## src/rtl/paddle_draw_pipe.sv

```systemverilog
// Paddle position keeper and pixel classifier for the pong core.
// Keeps the top row of up to two paddles, moves them once per frame from
// the player inputs (clamped to the screen), and tells the colour mux after
// a fixed latency whether the current pixel lies on a paddle.
module paddle_draw_pipe #(
  parameter int NUM_PLAYERS     = 2,
  parameter int H_CNT_WID       = 10,
  parameter int V_CNT_WID       = 10,
  parameter int SCREEN_W        = 640,
  parameter int SCREEN_H        = 480,
  parameter int PLAYER_WID      = 8,
  parameter int PLAYER_HEIGHT   = 64,
  parameter int PLAYER_STEP     = 4,
  parameter int PIPELINE_STAGES = 2
) (
  input  logic                             i_clk,
  input  logic                             i_rst_n,
  input  logic [H_CNT_WID-1:0]             i_drawX,
  input  logic [V_CNT_WID-1:0]             i_drawY,
  input  logic                             i_pixelValid,
  input  logic                             i_frameStart,
  input  logic                             i_freeze,
  input  logic [NUM_PLAYERS-1:0]           i_moveUp,
  input  logic [NUM_PLAYERS-1:0]           i_moveDown,
  output logic                             o_isPlayerPos,
  output logic                             o_playerIdx,
  output logic                             o_hitValid,
  output logic [NUM_PLAYERS*V_CNT_WID-1:0] o_paddleY
);

  // One extra bit on every vertical/horizontal quantity so that clamping
  // and range checks can never wrap around.
  localparam int                 Y_MAX_I       = SCREEN_H - PLAYER_HEIGHT;
  localparam logic [V_CNT_WID:0] C_Y_MAX       = (V_CNT_WID+1)'(Y_MAX_I);
  localparam logic [V_CNT_WID:0] C_Y_INIT      = (V_CNT_WID+1)'(Y_MAX_I / 2);
  localparam logic [V_CNT_WID:0] C_STEP        = (V_CNT_WID+1)'(PLAYER_STEP);
  localparam logic [V_CNT_WID:0] C_HEIGHT      = (V_CNT_WID+1)'(PLAYER_HEIGHT);
  localparam logic [H_CNT_WID:0] C_LEFT_END    = (H_CNT_WID+1)'(PLAYER_WID);
  localparam logic [H_CNT_WID:0] C_RIGHT_START = (H_CNT_WID+1)'(SCREEN_W - PLAYER_WID);

  logic [H_CNT_WID:0]   w_xWide;
  logic [V_CNT_WID:0]   w_yPixWide;
  logic [NUM_PLAYERS-1:0] w_hit;

  assign w_xWide    = {1'b0, i_drawX};
  assign w_yPixWide = {1'b0, i_drawY};

  genvar p;
  generate
    for (p = 0; p < NUM_PLAYERS; p++) begin : g_player
      logic [V_CNT_WID-1:0] r_y;
      logic [V_CNT_WID-1:0] w_yNext;
      logic [V_CNT_WID:0]   w_yWide;
      logic [V_CNT_WID:0]   w_yUp;
      logic [V_CNT_WID:0]   w_yDown;
      logic [V_CNT_WID:0]   w_yEnd;
      logic                 w_colHit;
      logic                 w_rowHit;

      assign w_yWide = {1'b0, r_y};
      assign w_yUp   = w_yWide - C_STEP;
      assign w_yDown = w_yWide + C_STEP;
      assign w_yEnd  = w_yWide + C_HEIGHT;

      // Candidate position after one move step, clamped to the screen edges.
      always_comb begin
        w_yNext = r_y;
        if (i_moveUp[p] && !i_moveDown[p]) begin
          if (w_yWide < C_STEP) begin
            w_yNext = '0;
          end else begin
            w_yNext = w_yUp[V_CNT_WID-1:0];
          end
        end else if (i_moveDown[p] && !i_moveUp[p]) begin
          if (w_yDown > C_Y_MAX) begin
            w_yNext = C_Y_MAX[V_CNT_WID-1:0];
          end else begin
            w_yNext = w_yDown[V_CNT_WID-1:0];
          end
        end
      end

      // Commit the move only on an unfrozen frame start; reset recentres.
      always_ff @(posedge i_clk) begin
        if (!i_rst_n) begin
          r_y <= C_Y_INIT[V_CNT_WID-1:0];
        end else if (i_frameStart && !i_freeze) begin
          r_y <= w_yNext;
        end
      end

      assign w_rowHit = (w_yPixWide >= w_yWide) && (w_yPixWide < w_yEnd);

      if (p == 0) begin : g_left
        assign w_colHit = (w_xWide < C_LEFT_END);
      end else begin : g_right
        assign w_colHit = (w_xWide >= C_RIGHT_START);
      end

      assign w_hit[p] = w_colHit & w_rowHit & i_pixelValid;
      assign o_paddleY[p*V_CNT_WID +: V_CNT_WID] = r_y;
    end
  endgenerate

  logic                   r_pipeValid [PIPELINE_STAGES];
  logic [NUM_PLAYERS-1:0] r_pipeHit   [PIPELINE_STAGES];
  logic [NUM_PLAYERS-1:0] w_outHit;

  // Stage 0 captures the compare results; later stages are a plain delay line.
  always_ff @(posedge i_clk) begin
    if (!i_rst_n) begin
      for (int s = 0; s < PIPELINE_STAGES; s++) begin
        r_pipeValid[s] <= 1'b0;
        r_pipeHit[s]   <= '0;
      end
    end else begin
      r_pipeValid[0] <= i_pixelValid;
      r_pipeHit[0]   <= w_hit;
      for (int s = 1; s < PIPELINE_STAGES; s++) begin
        r_pipeValid[s] <= r_pipeValid[s-1];
        r_pipeHit[s]   <= r_pipeHit[s-1];
      end
    end
  end

  assign w_outHit      = r_pipeHit[PIPELINE_STAGES-1];
  assign o_hitValid    = r_pipeValid[PIPELINE_STAGES-1];
  assign o_isPlayerPos = |w_outHit;

  generate
    if (NUM_PLAYERS == 1) begin : g_idxSingle
      assign o_playerIdx = 1'b0;
    end else begin : g_idxDual
      assign o_playerIdx = ~w_outHit[0] & w_outHit[1];
    end
  endgenerate

endmodule

```

## config.mk

```make
export PLATFORM = sky130hd
export DESIGN_NAME = paddle_draw_pipe
export DESIGN_NICKNAME = d
export VERILOG_FILES = /design/src/rtl/paddle_draw_pipe.sv
export SDC_FILE = /design/constraint.sdc
export NUM_CORES = 1
export LEC_CHECK = 0
export CAP_MARGIN = 40
export CORE_UTILIZATION = 39
export CTS_CLUSTER_SIZE = 16
export DETAILED_ROUTE_END_ITERATION = 7
export GPL_TIMING_DRIVEN = 1
export PLACE_DENSITY = 0.66
export RECOVER_POWER = 25
export SLEW_MARGIN = 25
export SYNTH_ARGS = -nofsm -noshare
export SYNTH_HDL_FRONTEND = slang
export SYNTH_SLANG_ARGS = --single-unit
```

## constraint.sdc

```tcl
create_clock -name i_clk -period 2.1 [get_ports i_clk]
set_clock_uncertainty 0.1 [all_clocks]
set_input_delay 0.42 -clock i_clk [delete_from_list [all_inputs] [get_ports i_clk]]
set_output_delay 0.42 -clock i_clk [all_outputs]
set_load 0.05 [all_outputs]
```

==> results by group, run 1 <==
Outcome
  • Status: finished, final reports clean

Routing
  • Drt wl/cell: 15.8 um
  • Vias: 2752
  • Residual DRC count: 0
  • Number of DRC markers in iteration 0: 150
  • Post-Route WL: around 7.5 mm
  • Number of routed nets with antenna violations: 0
  • Via density: just under 6
  • Length of the first detailed-routing pass in iterations: 5

STA
  • Final TNS setup: 0 ns
  • Fmax: 0.487 GHz
  • Final Hold Fails: 0
  • Fin crit period: just over 2 ns
  • RSZ-0062 raised after global routing: yes
  • Crit share post-route: 97.8%
  • Setup WS post-layout: between 0.04 and 0.05 ns
  • Slew @ Worst Pin: 0.597 ns
  • Rel. slew slack: 60.4%
  • Slew Viols, Final: 0
  • Final setup fails: 0
  • Hold slack: roughly 0.34 ns

Worst setup path
  • Crit-path max FO: 4
  • Critical path type: register to register
  • Critical Path Start Type: register
  • Crit path DAT: between 2 and 2.5 ns
  • Crit end category: register
  • Critical Path RT: ~2.2 ns

Logic synthesis
  • Post-synth ARST share: 0%
  • Seq/Total Area, Yosys: 17.1%
  • Synthesis-stage register bit count: 22
  • Warnings, synthesis: 0
  • Top cell type's share of synthesized area: 17.1%
  • Avg Synthesized Cell Area: between 8 and 9 um^2
  • Top cells by area, synth: dfxtp_1 17%, ha_1 17%, o21ai_0 3.7%
  • Mapped Cells: roughly 320
  • Largest area contributor in the netlist: dfxtp_1
  • Yosys cell types: 73
  • Main synth FF type: dfxtp_1
  • Post-synth EDFFs: 0
  • Mapped Area: 0.00257 mm^2

Clock tree
  • CTS tree: yes
  • CTS Hold Buffers Added: 0
  • Clk_lat worst skew: around 0.28 ns
  • CTS sink cnt: 22
  • Clk slew on worst S/H paths: 0.10 ns
  • Root buf cell: clkbuf_8
  • CTS Buf Count: 3
  • Max clock buf depth: 2
  • Htree depth: 1

Die
  • Chip Width: approximately 83 um
  • Rows: 29
  • I/O Pins: between 50 and 60
  • Die area: 0.00693 mm^2
  • Core Region: around 0.0063 mm^2
  • Initial Utilization: 40.5%
  • Die height: roughly 83 um

Power and ir drop
  • Lkg Pwr: 1.45 nW
  • P per Cell Area: 400 mW/mm^2
  • VDD IR-drop max: 0.205 mV

Layout
  • Nets: 459
  • Synth-to-layout area growth: 38.3%
  • Fillers: 586
  • Layout cells sized above 1: 28.6%
  • N_diodes: 0

GRT
  • Largest net degree at the start of global routing: 14
  • Initial antenna violation count: 0
  • First-pass GRT wire length: approximately 12 mm
  • Global Route Usage Sum: 21.0%
  • Gr ovfl total: 0
  • Number of global-route vias before repair: 2598

Placement
  • Dpl ws: -0.456 ns
  • Gp weighted congestion: 0.972
  • HPWL after detailed placement: 5.83 mm
  • Buffers on Ports: 42

Run
  • Max-Cap Viols: 0

Worst hold path
  • Tightest Hold Check Type: register to register
layout make-up:
type | instances | area [um^2] | area share, %
clock buffers | 4 | 66.3 | 1.86
flip-flops and latches | 22 | 462 | 13.0
inverters | 23 | 86.3 | 2.43
multi-input cells | 251 | 2030 | 57.2
well taps | 77 | 96.3 | 2.71
repair buffers | 95 | 815 | 22.9
through the flow:
stage               instance area [um^2]  util [%]  power [mW]  instances
floorplan                           2620         -       0.809        319
global placement                    3370      53.1        1.02        466
detailed placement                  3370      53.1        1.02        466
CTS                                 3450      54.3        1.40        472
global route                        3560      56.1        1.50        472
finish                              3560      56.1        1.42        472
synth_stat cells, types with 3 or more instances:
library cell,count
a211oi_1,4
a21oi_1,13
a22oi_1,3
a31oi_1,6
and2_1,4
buf_2,10
buf_4,6
buf_6,3
clkbuf_1,4
dfxtp_1,22
ha_1,34
inv_1,22
nand2_1,9
nand3_1,11
nand4_1,10
nand4bb_1,4
nor2_1,20
nor2b_1,4
nor3_1,11
nor3b_1,3
o2111ai_1,3
o211ai_1,5
o21a_1,9
o21ai_0,19
o21ai_1,3
o22ai_1,4
or2_2,4
xnor2_1,10
kinds of logic (layout without fill, tap and decap cells):
logic type	count (synthesis)	in the layout	share of synthesized area [%]
compound gates	98	98	28.7
xor+xnor	11	11	3.74
fa+ha+maj	34	34	16.5
buf+inv	46	122	8.94
flops	22	22	17.1
mux	2	2	0.778
other cells	1	4	0.146
simple gates	102	102	24.1
state kept, by name, summed over array words and instances (netlist names):
signal and flops:
g_player.r_y 16, r_pipeHit 4, r_pipeValid 2
worst max-delay path: stages, from the launching register on:
cell and delay (ns):
dfxtp_4 0.38, inv_1 0.08, ha_4 0.27, inv_2 0.04
ha_4 0.20, nand2_1 0.07, nor2_1 0.04, a2111o_1 0.44
a2111oi_4 0.34
layout by cell type, fill, tap and decap left out, types with 5 or more instances in the layout:
master           Yosys  final
o211ai_1             5      5
inv_1               22     18
nor2_1              20     20
buf_4                6     61
ha_1                34     28
nand2_1              9      9
dfxtp_2              0      5
nand3_1             11     11
clkdlybuf4s50_1      0     21
o21a_1               9      9
a21oi_1             13     13
a31oi_1              6      5
nor3_1              11     11
nand4_1             10     10
xnor2_1             10      9
ha_4                 0      5
o21ai_0             19     19
dfxtp_1             22     13
report_power, final:
part           switching [mW]  internal, mW  leakage, nW
Sequential             0.0312         0.434        0.181
Clock                   0.173         0.208       0.0339
Combinational           0.311         0.267         1.23
Total                   0.516         0.908         1.45
metal layers:
metal | vias up | routed length, um | global-route usage (%)
li1 | 1343 | - | -
met1 | 1299 | 3260 | 26.2
met2 | 92 | 3740 | 36.8
met3 | 18 | 361 | 3.38
met4 | 0 | 97 | 6.11
met5 | - | 0 | 0
worst paths after layout:
path | from | slack (ns) | to | cells after the start
max reg2reg | g_player[0].r_y[7]$_SDFFE_PN1P_ | 0.05 | r_pipeHit[0][0]$_SDFF_PN0_ | 8
max | g_player[0].r_y[7]$_SDFFE_PN1P_ | 0.05 | r_pipeHit[0][0]$_SDFF_PN0_ | 8
min | r_pipeHit[0][1]$_SDFF_PN0_ | 0.34 | r_pipeHit[0][3]$_SDFF_PN0_ | 1
min reg2reg | r_pipeHit[0][1]$_SDFF_PN0_ | 0.34 | r_pipeHit[0][3]$_SDFF_PN0_ | 1
timing repair:
| item | 4_1_cts | 5_1_grt |
|---|---|---|
| pin swaps | 6 | 9 |
| gates resized for setup | 4 | 19 |
| endpoints found under the setup margin | 1 | 10 |
| setup buffers | 2 | 0 |
No activity file was read; power rests on OpenSTA's default activity.
==> inputs of run 2 (changes only) <==
HOLD_SLACK_MARGIN = 0.05   (was not set)
==> results of run 2 <==
No change in the layout: final DEF, timing and power equal those of run 1.
==> edit 1 (settings of run 1) <==
`PIPELINE_STAGES`: 2 -> 4.
--- a/src/rtl/paddle_draw_pipe.sv
+++ b/src/rtl/paddle_draw_pipe.sv
@@ -12,5 +12,5 @@
   parameter int PLAYER_HEIGHT   = 64,
   parameter int PLAYER_STEP     = 4,
-  parameter int PIPELINE_STAGES = 2
+  parameter int PIPELINE_STAGES = 4
 ) (
   input  logic                             i_clk,
Behaviour: not the same (Yosys sat finds a counterexample within 4 cycles, from zero or initial values and one cycle with i_rst_n low).
==> edit 1 against run 1 <==
Worst setup slack worse by 24 ps. Final cell count unchanged. Sequential share of layout area rose by 3.7 points. Clock power increased by 3%. Via count fell by 2.6%. Synthesized area decreased by 2.0%. Final area is 0.77% lower. Routed wire length down 7.2%. Sequential power up 21%. Combinational power is 25% lower. Power is 2.5% lower. Sequential cell count is 6 higher. Critical path depth fell by 1. Synthesized cell count rose by 0.63%. Largest power group is now sequential cells.
==> edit 1: results <==
export IMPL_wl_mm=6.928
export IMPL_root_buffer="clkbuf_8"
export IMPL_vias=2681
export IMPL_arrival_ps=2160
export IMPL_worst_ir_drop_vdd_mv=0.2765
export IMPL_grt_pass1_wl_mm=11.33
export IMPL_grt_antenna_before_repair=0
export IMPL_relSlewSlack_pct=66.66
export IMPL_r2r_slack_ps=20
export IMPL_netlist_top_cells_area="dfxtp_1 (22%), ha_1 (17%), o21ai_0 (5.2%)"
export IMPL_synth_top_cells_by_count="ha_1 (34), dfxtp_1 (28), o21ai_0 (26)"
export IMPL_grt_use_met2_pct=35.04
export IMPL_place_congestion=0.8804
export IMPL_synth_seq_area_share_pct=22.22
export IMPL_grt_pass1_vias=2486
export IMPL_met1_usage_pct=29.50
export IMPL_nets=461
export IMPL_p_leak_uw=0.001464
export IMPL_yosysUniqueCellTypes=55
export IMPL_path_max_fanout=5
export IMPL_dr_pass1_iters=4
export IMPL_p_sw_uw=440.0
export IMPL_status="finished clean"
export IMPL_drtIter0Drc=129
export IMPL_layout_drive_gt1_share_pct=26.70
export IMPL_grt_max_degree=21
export IMPL_use_met3_pct=1.978
export IMPL_dp_hpwl_mm=5.343
export IMPL_yosysWarnings=0
export IMPL_top_regs="g_player.r_y: 16 flops, r_pipeHit: 8 flops, r_pipeValid: 4 flops"
## edit 1: path summary, 6_finish.rpt
path                                                       from  depth (start not counted)                              end
worst max-delay path            g_player[1].r_y[2]$_SDFFE_PN0P_                          7  g_player[1].r_y[5]$_SDFFE_PN0P_
worst min-delay path               r_pipeValid[0][2]$_SDFF_PN0_                          1        r_pipeValid[0][3]$_DFF_P_
worst max register to register  g_player[1].r_y[2]$_SDFFE_PN0P_                          7  g_player[1].r_y[5]$_SDFFE_PN0P_
worst min register to register     r_pipeValid[0][2]$_SDFF_PN0_                          1        r_pipeValid[0][3]$_DFF_P_
## edit 1: metal layers
metal / vias to the layer above / wire length [um]
met5: - / 0
met1: 1274 / 3353
met3: 6 / 305
li1: 1337 / -
met4: 0 / 64
met2: 64 / 3204
## edit 1: area by class of cell
cell class	instances	share of cell area [%]
clock buffer	4	1.877
inverter	22	2.409
multi-input combinational	250	53.84
sequential	28	16.68
tap	75	2.657
timing repair buffer	93	22.53
## edit 1: cells by family (layout without fill, tap and decap cells)
kind of cell	Yosys count	in the layout	share of synthesized area (%)
compound gates	104	104	27.68
xor+xnor	7	7	2.431
fa+ha+maj	34	34	16.87
buf+inv	43	119	9.077
flops	28	28	22.22
other cells	1	4	0.1487
simple gates	101	101	21.58
## edit 1: what timing repair did
action | 4_1_cts | 5_1_grt
buffers inserted | 1 | 3
gates resized for setup | 2 | 36
endpoints found under the setup margin | 3 | 18
pin swaps | 3 | 12
hold buffers | 0 | 0
## edit 1: metrics by stage
step	hold WS [ps]	cell area, um2	instances	setup WS (ps)
after floorplan	305.7	2577	321	0.9983
after global placement	317.1	3284	465	-210.3
after detailed placement	319.1	3284	465	-257.8
after CTS	347.5	3369	470	-9.600
after global routing	361.5	3532	472	-29.81
final	342.8	3532	472	22.35
## edit 1: critical path: stages (launching register included)
cell and delay, ps:
dfxtp_4 380, ha_4 190, buf_4 150, o311ai_2 310, o41ai_2 160, a221oi_4 290, a2111oi_1 150, a311oi_1 260
## edit 1: power by group through the flow
stage | combinational (uW) | clock (uW) | sequential, uW
finish | 435 | 392 | 562
global route | 480 | 426 | 564
CTS | 415 | 407 | 561
detailed placement | 411 | 0 | 573
global placement | 402 | 0 | 572
floorplan | 217 | 0 | 607
==> edit 2 (config.mk and constraints of run 1) <==
Without the edit above. Make the reset (`i_rst_n`) asynchronous in 2 clocked blocks.
--- a/src/rtl/paddle_draw_pipe.sv
+++ b/src/rtl/paddle_draw_pipe.sv
@@ -82,5 +82,5 @@
 
       // Commit the move only on an unfrozen frame start; reset recentres.
-      always_ff @(posedge i_clk) begin
+      always_ff @(posedge i_clk or negedge i_rst_n) begin
         if (!i_rst_n) begin
           r_y <= C_Y_INIT[V_CNT_WID-1:0];
@@ -108,5 +108,5 @@
 
   // Stage 0 captures the compare results; later stages are a plain delay line.
-  always_ff @(posedge i_clk) begin
+  always_ff @(posedge i_clk or negedge i_rst_n) begin
     if (!i_rst_n) begin
       for (int s = 0; s < PIPELINE_STAGES; s++) begin
Function: differs if i_rst_n is asserted again (counterexample within 4 cycles, from zero or initial values and one cycle with i_rst_n low); with i_rst_n held inactive, the same outputs for 10 cycles.
==> edit 2 against run 1 <==
The run now ends with negative setup slack left. Final area rose by 3.7%. Final cell count fell by 0.21%. Synthesized cell count fell by 5.1%. Worst setup slack got worse by 64 ps. Sequential cell count did not move. Via count fell by 7.2%. Routed wire length fell by 9.6%. Synthesized area fell by 4.4%. Critical endpoint is now r_pipeHit[2]$_DFF_PN0_.
Power is not compared: it rests on default switching activity, and its combinational part moved more than twofold at a synthesized area within 25%.
==> edit 2: results <==
export IMPL_async_flop_share_pct=100.0
export IMPL_nets=460
export IMPL_path_max_fanout=5
export IMPL_min_path_cells=0
export IMPL_drtIter0Drc=117
export IMPL_wl_met3_um=307
export IMPL_setup_violations_final=1
export IMPL_hold_ws_ps=259.2
export IMPL_layout_drive_gt1_share_pct=38.89
export IMPL_fin_ws_ps=-17.53
export IMPL_met1_usage_pct=29.08
export IMPL_worst_pin_slew_ps=1238
export IMPL_dp_hpwl_mm=5.209
export IMPL_violations="negative setup slack"
export IMPL_grt_use_met2_pct=35.83
export IMPL_n_fill_cell=526
export IMPL_post_place_ws_ps=-268.6
export IMPL_cp_slowest_stage_delay_ps=660
export IMPL_multi_input_area_share_pct=52.32
export IMPL_buffer_area_share_pct=25.13
export IMPL_postCtsSetupBuffers=4
export IMPL_grt_pass1_wl_mm=10.96
export IMPL_synth_top_cells_by_count="ha_1 (34), nand2_1 (25), o21ai_0 (25)"
export IMPL_nMultiInputCombCells=241
export IMPL_yosysUniqueCellTypes=62
export IMPL_grt_usage_pct=21.32
export IMPL_clkbuf_count=3
export IMPL_hold_path_class="reg2reg"
export IMPL_use_met3_pct=3.000
export IMPL_busiest_layer="met2"
export IMPL_cp_slowest_cell="dfstp_4"
export IMPL_seq_cells=22
export IMPL_clockNetworkAreaShare_pct=1.933
export IMPL_synth_seq_area_share_pct=22.67
export IMPL_wl_mm=6.743
export IMPL_synth_ff_type="dfrtp_1"
export IMPL_inverters=22
export IMPL_status="complete, but fails checks"
export IMPL_viasPerCell=5.420
export IMPL_grt_pass1_vias=2368
export IMPL_place_congestion=0.9077
export IMPL_grt_max_degree=23
-- edit 2: cell types whose count changed in the layout (fill, tap and decap cells not counted), moves of 6 or more --
cell and delta:
buf_4 +14, dfrtp_1 +9, dfrtp_2 +7, dfxtp_1 -13, nand2_1 +12, nand4_1 -6
-- edit 2: final timing paths --
| check | from | to |
|---|---|---|
| worst max register to register | g_player[0].r_y[7]$_DFFE_PN1P_ | r_pipeHit[2]$_DFF_PN0_ |
| worst min register to register | r_pipeHit[2]$_DFF_PN0_ | w_outHit[0]$_DFF_PN0_ |
| max in group asynchronous | i_rst_n | g_player[1].r_y[5]$_DFFE_PN0P_ |
| worst min-delay path | r_pipeHit[2]$_DFF_PN0_ | w_outHit[0]$_DFF_PN0_ |
| worst max-delay path | g_player[0].r_y[7]$_DFFE_PN1P_ | r_pipeHit[2]$_DFF_PN0_ |
| min in group asynchronous | i_rst_n | w_outHit[0]$_DFF_PN0_ |
-- edit 2: through the flow --
stage               power (uW)  TNS [ps]  cell area [um2]  util [%]  cells
floorplan                 2315    -160.8             2581         -    303
global placement          3105     -1199             3356     56.02    456
detailed placement        3157     -1391             3356     56.02    456
CTS                       3624    -47.00             3470     57.92    463
global route              4123    -384.6             3690     61.59    471
finish                    3842    -17.53             3690     61.59    471
-- edit 2: cell families (layout without fill, tap and decap cells) --
group / count (synthesis) / after routing / share of synthesized area [%]
AOI/OAI and AO/OA: 89 / 89 / 24.10
xor gates and xnor gates: 9 / 9 / 3.203
adders and majority gates: 34 / 34 / 17.29
buffers and inverters: 40 / 133 / 9.151
DFF: 22 / 22 / 22.67
muxes: 5 / 5 / 2.186
other: 1 / 4 / 0.1524
and+or+nand+nor: 100 / 100 / 21.25
